$ cat src/rtl/fc_layer_param.sv
// fc_layer_param: parametrised fully-connected layer, y = sat(W * x).
// An N-element signed vector streams in, P rows are reduced at a time on P
// parallel MAC lanes, and the M results stream out in row order.
// Weights live in a runtime-writable RAM that is only writable while the
// block waits for a new input vector.
// Build option: define FC_RELU_EN to clamp negative outputs to zero after
// saturation. The port list is the same in both builds.
module fc_layer_param #(
    parameter int M     = 8,
    parameter int N     = 8,
    parameter int P     = 2,
    parameter int WIDTH = 16,
    parameter int AW    = $clog2(M*N)
) (
    input  logic                    clk,
    input  logic                    reset,
    input  logic signed [WIDTH-1:0] s_data_in_x,
    input  logic                    s_valid_x,
    output logic                    s_ready_x,
    input  logic signed [WIDTH-1:0] w_data_in,
    input  logic [AW-1:0]           w_addr,
    input  logic                    w_wr_en,
    output logic signed [WIDTH-1:0] m_data_out_y,
    output logic                    m_valid_y,
    input  logic                    m_ready_y
);

    localparam int PW    = 2*WIDTH;
    localparam int ACC_W = 2*WIDTH + $clog2(N);
    localparam int XW    = (N > 1) ? $clog2(N) : 1;
    localparam int CW    = $clog2(N+2);
    localparam int OW    = (P > 1) ? $clog2(P) : 1;
    localparam int RW    = $clog2(M+1);

    localparam logic signed [ACC_W-1:0] SAT_MAX =
        $signed({{(ACC_W-WIDTH+1){1'b0}}, {(WIDTH-1){1'b1}}});
    localparam logic signed [ACC_W-1:0] SAT_MIN = ~SAT_MAX;

    typedef enum logic [1:0] {LOAD_X, COMPUTE, OUTPUT} state_t;

    state_t                  state;
    logic [XW-1:0]           xcnt;
    logic [CW-1:0]           ccnt;
    logic [OW-1:0]           ocnt;
    logic [RW-1:0]           row_base;
    logic [XW-1:0]           rd_col;

    logic signed [WIDTH-1:0] w_mem [M*N];
    logic signed [WIDTH-1:0] x_mem [N];
    logic signed [WIDTH-1:0] w_rd  [P];
    logic signed [PW-1:0]    prod  [P];
    logic signed [ACC_W-1:0] acc   [P];
    logic                    prod_vld;

    // Clamp an accumulator to the output range, then optionally apply ReLU.
    function automatic logic signed [WIDTH-1:0] sat(input logic signed [ACC_W-1:0] a);
        logic signed [WIDTH-1:0] r;
        if (a > SAT_MAX)
            r = SAT_MAX[WIDTH-1:0];
        else if (a < SAT_MIN)
            r = SAT_MIN[WIDTH-1:0];
        else
            r = a[WIDTH-1:0];
`ifdef FC_RELU_EN
        if (r[WIDTH-1])
            r = '0;
`endif
        return r;
    endfunction

    assign rd_col = ccnt[XW-1:0];

    // Weight RAM write port, open only while waiting for an input vector.
    // NOTE: storage arrays get no reset; a reset branch would stop them mapping onto RAM.
    always_ff @(posedge clk) begin
        if (state == LOAD_X && w_wr_en && (int'(w_addr) < M*N))
            w_mem[w_addr] <= w_data_in;
    end

    // Input vector buffer, filled one element per accepted handshake.
    always_ff @(posedge clk) begin
        if (state == LOAD_X && s_valid_x && s_ready_x)
            x_mem[xcnt] <= s_data_in_x;
    end

    // Per-lane weight fetch for the current column of rows row_base..row_base+P-1.
    // NOTE: every element is assigned on every pass, so no latch is inferred.
    always_comb begin
        for (int p = 0; p < P; p++) begin
            w_rd[p] = w_mem[AW'((int'(row_base) + p) * N + int'(rd_col))];
        end
    end

    // MAC pipeline: multiply stage, then accumulate stage, cleared at compute start.
    // NOTE: all sequential state uses non-blocking assignments so every register
    // samples the pre-edge values of its neighbours.
    always_ff @(posedge clk or posedge reset) begin
        if (reset) begin
            prod_vld <= 1'b0;
            for (int p = 0; p < P; p++) begin
                prod[p] <= '0;
                acc[p]  <= '0;
            end
        end else begin
            prod_vld <= (state == COMPUTE) && (ccnt < CW'(N));
            for (int p = 0; p < P; p++) begin
                prod[p] <= PW'(x_mem[rd_col]) * PW'(w_rd[p]);
                if (state == COMPUTE && ccnt == '0)
                    acc[p] <= '0;
                else if (prod_vld)
                    acc[p] <= acc[p] + ACC_W'(prod[p]);
            end
        end
    end

    // Control FSM with registered stream handshakes and output data.
    always_ff @(posedge clk or posedge reset) begin
        if (reset) begin
            state        <= LOAD_X;
            xcnt         <= '0;
            ccnt         <= '0;
            ocnt         <= '0;
            row_base     <= '0;
            s_ready_x    <= 1'b0;
            m_valid_y    <= 1'b0;
            m_data_out_y <= '0;
        end else begin
            case (state)
                LOAD_X: begin
                    s_ready_x <= 1'b1;
                    if (s_valid_x && s_ready_x) begin
                        if (xcnt == XW'(N-1)) begin
                            xcnt      <= '0;
                            ccnt      <= '0;
                            row_base  <= '0;
                            s_ready_x <= 1'b0;
                            state     <= COMPUTE;
                        end else begin
                            xcnt <= xcnt + 1'b1;
                        end
                    end
                end
                COMPUTE: begin
                    if (ccnt == CW'(N+1)) begin
                        ccnt         <= '0;
                        ocnt         <= '0;
                        m_valid_y    <= 1'b1;
                        m_data_out_y <= sat(acc[0]);
                        state        <= OUTPUT;
                    end else begin
                        ccnt <= ccnt + 1'b1;
                    end
                end
                OUTPUT: begin
                    if (m_ready_y) begin
                        if (ocnt == OW'(P-1)) begin
                            ocnt      <= '0;
                            m_valid_y <= 1'b0;
                            if (row_base + RW'(P) == RW'(M)) begin
                                row_base  <= '0;
                                s_ready_x <= 1'b1;
                                state     <= LOAD_X;
                            end else begin
                                row_base <= row_base + RW'(P);
                                state    <= COMPUTE;
                            end
                        end else begin
                            ocnt         <= ocnt + 1'b1;
                            m_data_out_y <= sat(acc[ocnt + 1'b1]);
                        end
                    end
                end
                default: state <= LOAD_X;
            endcase
        end
    end

endmodule

$ cat config.mk
export PLATFORM = sky130hd
export DESIGN_NAME = fc_layer_param
export DESIGN_NICKNAME = d
export VERILOG_FILES = /design/src/rtl/fc_layer_param.sv
export SDC_FILE = /design/constraint.sdc
export NUM_CORES = 2
export LEC_CHECK = 0
export BUFFER_PORTS_ARGS = -buffer_cell sky130_fd_sc_hd__clkbuf_2
export CORE_ASPECT_RATIO = 0.75
export CORE_MARGIN = 2
export CORE_UTILIZATION = 65
export DETAILED_ROUTE_END_ITERATION = 12
export HOLD_SLACK_MARGIN = 0.08
export PLACE_DENSITY = 0.82
export SLEW_MARGIN = 25
export SYNTH_ARGS = -nofsm -noshare
export SYNTH_HDL_FRONTEND = slang
export SYNTH_SLANG_ARGS = --single-unit
$ cat constraint.sdc
create_clock -name clk -period 15.2 [get_ports clk]
set_input_delay 2.28 -clock clk [delete_from_list [all_inputs] [get_ports clk]]
set_output_delay 2.28 -clock clk [all_outputs]
set_load 0.01 [all_outputs]
==> flow_results.xml <==
<?xml version="1.0" encoding="UTF-8"?>
<metrics>
  <group name="outcome">
    <metric name="run_status" unit="">finished clean</metric>
  </group>
  <group name="worst_setup_path">
    <metric name="worst_setup_path_start_kind" unit="">flip-flop</metric>
    <metric name="critical_path.endpoint_type" unit="">flip-flop</metric>
    <metric name="cp_data_required_time" unit="ns">15.84</metric>
    <metric name="timing.critical_path.slowest_cell_delay" unit="ns">0.90</metric>
    <metric name="critical_path_class" unit="">reg -&gt; reg</metric>
    <metric name="worst_ep_arrival_time" unit="ns">10.75</metric>
    <metric name="crit_slowest_cell" unit="">sky130_fd_sc_hd__buf_4</metric>
    <metric name="cp.buffers_inverters" unit="">6</metric>
    <metric name="crit_path_frequent_cell" unit="">sky130_fd_sc_hd__fa_1</metric>
    <metric name="worst_path_dominant_cell_family" unit="">adder cells</metric>
    <metric name="reg_to_reg_setup_timing_slack" unit="ns">5.09</metric>
    <metric name="crit_fanout" unit="">67</metric>
  </group>
  <group name="timing">
    <metric name="timing_worst_slew_pin_value" unit="ns">1.11</metric>
    <metric name="grt_setup_unrepaired" unit="">false</metric>
    <metric name="setup_viol" unit="">0</metric>
    <metric name="finalCritPeriodShare" unit="%">66.5</metric>
    <metric name="max_transition_margin" unit="%">25.7</metric>
    <metric name="finClkSkew" unit="ns">0.0528</metric>
    <metric name="timing.final.max_slew_violations" unit="">0</metric>
    <metric name="fin_setup_tns" unit="ns">0</metric>
    <metric name="final.min_clock_period" unit="ns">10.11</metric>
    <metric name="timing_hold_violations_final" unit="">0</metric>
    <metric name="achievable-frequency" unit="MHz">98.9</metric>
  </group>
  <group name="die">
    <metric name="chipWidth" unit="microns">391</metric>
    <metric name="initial_cell_density_of_the_core" unit="%">65.4</metric>
    <metric name="row_count" unit="">106</metric>
    <metric name="die_area" unit="sq um">115000</metric>
    <metric name="die_y" unit="microns">294</metric>
    <metric name="floorplan.io_pins" unit="">61</metric>
    <metric name="core-area" unit="sq um">111000</metric>
  </group>
  <group name="logic_synthesis">
    <metric name="synth_top_cell_by_area" unit="">sky130_fd_sc_hd__edfxtp_1</metric>
    <metric name="yosys-top-cells-count" unit="">1,152 x sky130_fd_sc_hd__edfxtp_1, 641 x sky130_fd_sc_hd__inv_1, 526 x sky130_fd_sc_hd__fa_1, 490 x sky130_fd_sc_hd__nor2_1, 352 x sky130_fd_sc_hd__mux4_2</metric>
    <metric name="ys_async_sr_fraction" unit="%">12.6</metric>
    <metric name="post_synth_inst_count" unit="">4899</metric>
    <metric name="synth_sequential_area_ratio" unit="%">53.1</metric>
    <metric name="ys.warnings.count" unit="">0</metric>
    <metric name="number_of_unique_standard_cell_types_used_by_synthesis" unit="">81</metric>
    <metric name="dominantRegCellSynth" unit="">sky130_fd_sc_hd__edfxtp_1</metric>
    <metric name="post_synth.cell_area_avg" unit="sq um">14.9</metric>
    <metric name="syn-num-nets" unit="">5706</metric>
    <metric name="post-synth-top-count-cell" unit="">sky130_fd_sc_hd__edfxtp_1</metric>
    <metric name="synth.top_cells.by_area" unit="">sky130_fd_sc_hd__edfxtp_1 47%, sky130_fd_sc_hd__fa_1 14%, sky130_fd_sc_hd__mux4_2 11%</metric>
    <metric name="syn-cell-area" unit="sq um">72900</metric>
    <metric name="synth_largest_type_area_fraction" unit="%">47.5</metric>
    <metric name="synth_edf_count" unit="">1152</metric>
    <metric name="yosys_register_bits" unit="">1318</metric>
  </group>
  <group name="routing">
    <metric name="vias" unit="">43400</metric>
    <metric name="post_route_antenna_net_violation_count" unit="">0</metric>
    <metric name="avgViaCountPerCell" unit="">6.58</metric>
    <metric name="drcViolationCount" unit="">0</metric>
    <metric name="drt-wirelength-per-cell" unit="microns">29.1</metric>
    <metric name="drt_pass1_iterations" unit="">8</metric>
    <metric name="drt_iter0_markers" unit="">5590</metric>
    <metric name="route.final.wire_length" unit="microns">192000</metric>
  </group>
  <group name="clocking">
    <metric name="ctsResizeCount" unit="">0</metric>
    <metric name="post_cts.repair.setup_buffers" unit="">0</metric>
    <metric name="clock_sink_count" unit="">1318</metric>
    <metric name="cts_buffers" unit="">120</metric>
    <metric name="htree_num_levels" unit="">3</metric>
    <metric name="cts-root-buf" unit="">sky130_fd_sc_hd__clkbuf_16</metric>
    <metric name="clock_latency" unit="ns">0.76</metric>
    <metric name="tritoncts_clock_tree" unit="">done</metric>
    <metric name="hold_buffers" unit="">0</metric>
    <metric name="cts.clk_slew.worst_paths" unit="ns">0.07</metric>
    <metric name="cts.path.max_buffers" unit="">3</metric>
  </group>
  <group name="layout">
    <metric name="final_util" unit="%">71.2</metric>
    <metric name="fillerInstances" unit="">6827</metric>
    <metric name="flow.area_growth_from_synthesis" unit="%">8.75</metric>
    <metric name="multi_input_area" unit="sq um">31100</metric>
    <metric name="layout.area.seq" unit="sq um">38800</metric>
    <metric name="layout.nets" unit="">5837</metric>
    <metric name="layout-drive-gt1-share" unit="%">17.3</metric>
  </group>
  <group name="placed_design">
    <metric name="buffer_ports.inserted" unit="">60</metric>
    <metric name="hpwlAfterDp" unit="microns">123000</metric>
    <metric name="last_weighted_congestion_value_of_the_routability_driven_placer" unit="">0.935</metric>
  </group>
  <group name="global_routing">
    <metric name="globalRoute.totalOverflow" unit="">0</metric>
    <metric name="grt_start_max_net_pins" unit="">111</metric>
    <metric name="track_usage" unit="%">34.7</metric>
    <metric name="vias_in_the_first_global_route" unit="">45200</metric>
    <metric name="grt_pass1_wl" unit="microns">289000</metric>
    <metric name="grt_antenna_before_repair" unit="">9</metric>
  </group>
  <group name="worst_hold_path">
    <metric name="hold_class" unit="">reg -&gt; reg</metric>
  </group>
  <group name="run">
    <metric name="drv_cap" unit="">0</metric>
  </group>
</metrics>
-- cells by family (layout without fill, tap and decap cells) --
| logic type | after synthesis | in the layout | synth area share, % |
|---|---|---|---|
| DFF | 1318 | 1318 | 53.1 |
| and+or+nand+nor | 964 | 964 | 5.79 |
| buffers and inverters | 825 | 1060 | 4.45 |
| adders and majority gates | 764 | 764 | 18.5 |
| muxes | 468 | 468 | 12.7 |
| AOI/OAI and AO/OA | 428 | 428 | 3.82 |
| xor gates and xnor gates | 132 | 132 | 1.59 |
| other | 0 | 2 | 0 |
-- path summary, 6_finish.rpt --
path	startpoint	end	cells after the start
worst min register to register	m_data_out_y[15]	m_data_out_y[15]	1
min in group asynchronous	reset	ccnt[0]	2
worst max-delay path	ccnt[1]	prod[62]	27
max in group asynchronous	reset	prod[45]	4
worst max register to register	ccnt[1]	prod[62]	27
worst min-delay path	m_data_out_y[15]	m_data_out_y[15]	1
-- layer usage --
metal / routed length [microns] / track usage [%] / up-vias
li1: - / - / 17700
met1: 70700 / 48.7 / 22100
met2: 87100 / 51.8 / 3087
met3: 26800 / 11.5 / 521
met4: 7500 / 11.9 / 10
met5: 65 / 0 / -
-- area by class of cell --
cell class              count  share of cell area, %
well taps                1458                   2.30
inverters                 641                   3.04
repair buffers            193                   1.71
clock buffers             148                   3.97
diodes                      2                0.00631
clock inverters            78                  0.889
flip-flops and latches   1318                   48.9
multi-input cells        2756                   39.2
-- registers in the layout, indices dropped and copies added (netlist names) --
register and count:
x_mem 128, ocnt 1, s_ready_x 1, prod_vld 1, m_valid_y 1, row_base 3, ccnt 4, xcnt 3
prod 64, w_mem 1024, acc 70, state 2, m_data_out_y 16
-- stage by stage --
| step | hold WS [ns] | std cells | setup WS (ns) | instance area (sq um) |
|---|---|---|---|---|
| global placement | 0.504 | 6365 | 5.50 | 75300 |
| finish | 0.520 | 6594 | 5.09 | 79300 |
| CTS | 0.527 | 6592 | 5.21 | 79200 |
| global route | 0.554 | 6592 | 4.73 | 79300 |
| detailed placement | 0.513 | 6366 | 5.36 | 75400 |
| floorplan | 0.491 | 4899 | 7.40 | 72900 |
-- placed cells by master (no fill, tap or decap), drive strengths merged, types with 55 or more instances in the layout --
| cell type | count |
|---|---|
| mux4 | 352 |
| o21ai | 81 |
| nand2 | 222 |
| a21o | 73 |
| clkbuf | 207 |
| a21oi | 121 |
| edfxtp | 1152 |
| xnor2 | 99 |
| mux2i | 83 |
| fa | 526 |
| inv | 647 |
| clkinv | 55 |
| dfrtp | 166 |
| ha | 238 |
| nor2 | 490 |
| buf | 134 |
-- worst reg2reg max path: cells and delay by family, from the launching register on --
kind / cells / cell delay (ns)
AND/OR/NAND/NOR: 4 / 0.79
buffers and inverters: 6 / 1.91
flip-flops: 1 / 0.83
multiplexers: 3 / 1.67
XOR/XNOR: 1 / 0.13
adder cells (fa/ha/maj): 7 / 3.30
AO/OA/AOI/OAI: 6 / 1.40
Power is left out: the tool's default activity adds up to more than one toggle a clock period on the data nets, which glitch-free logic cannot reach.
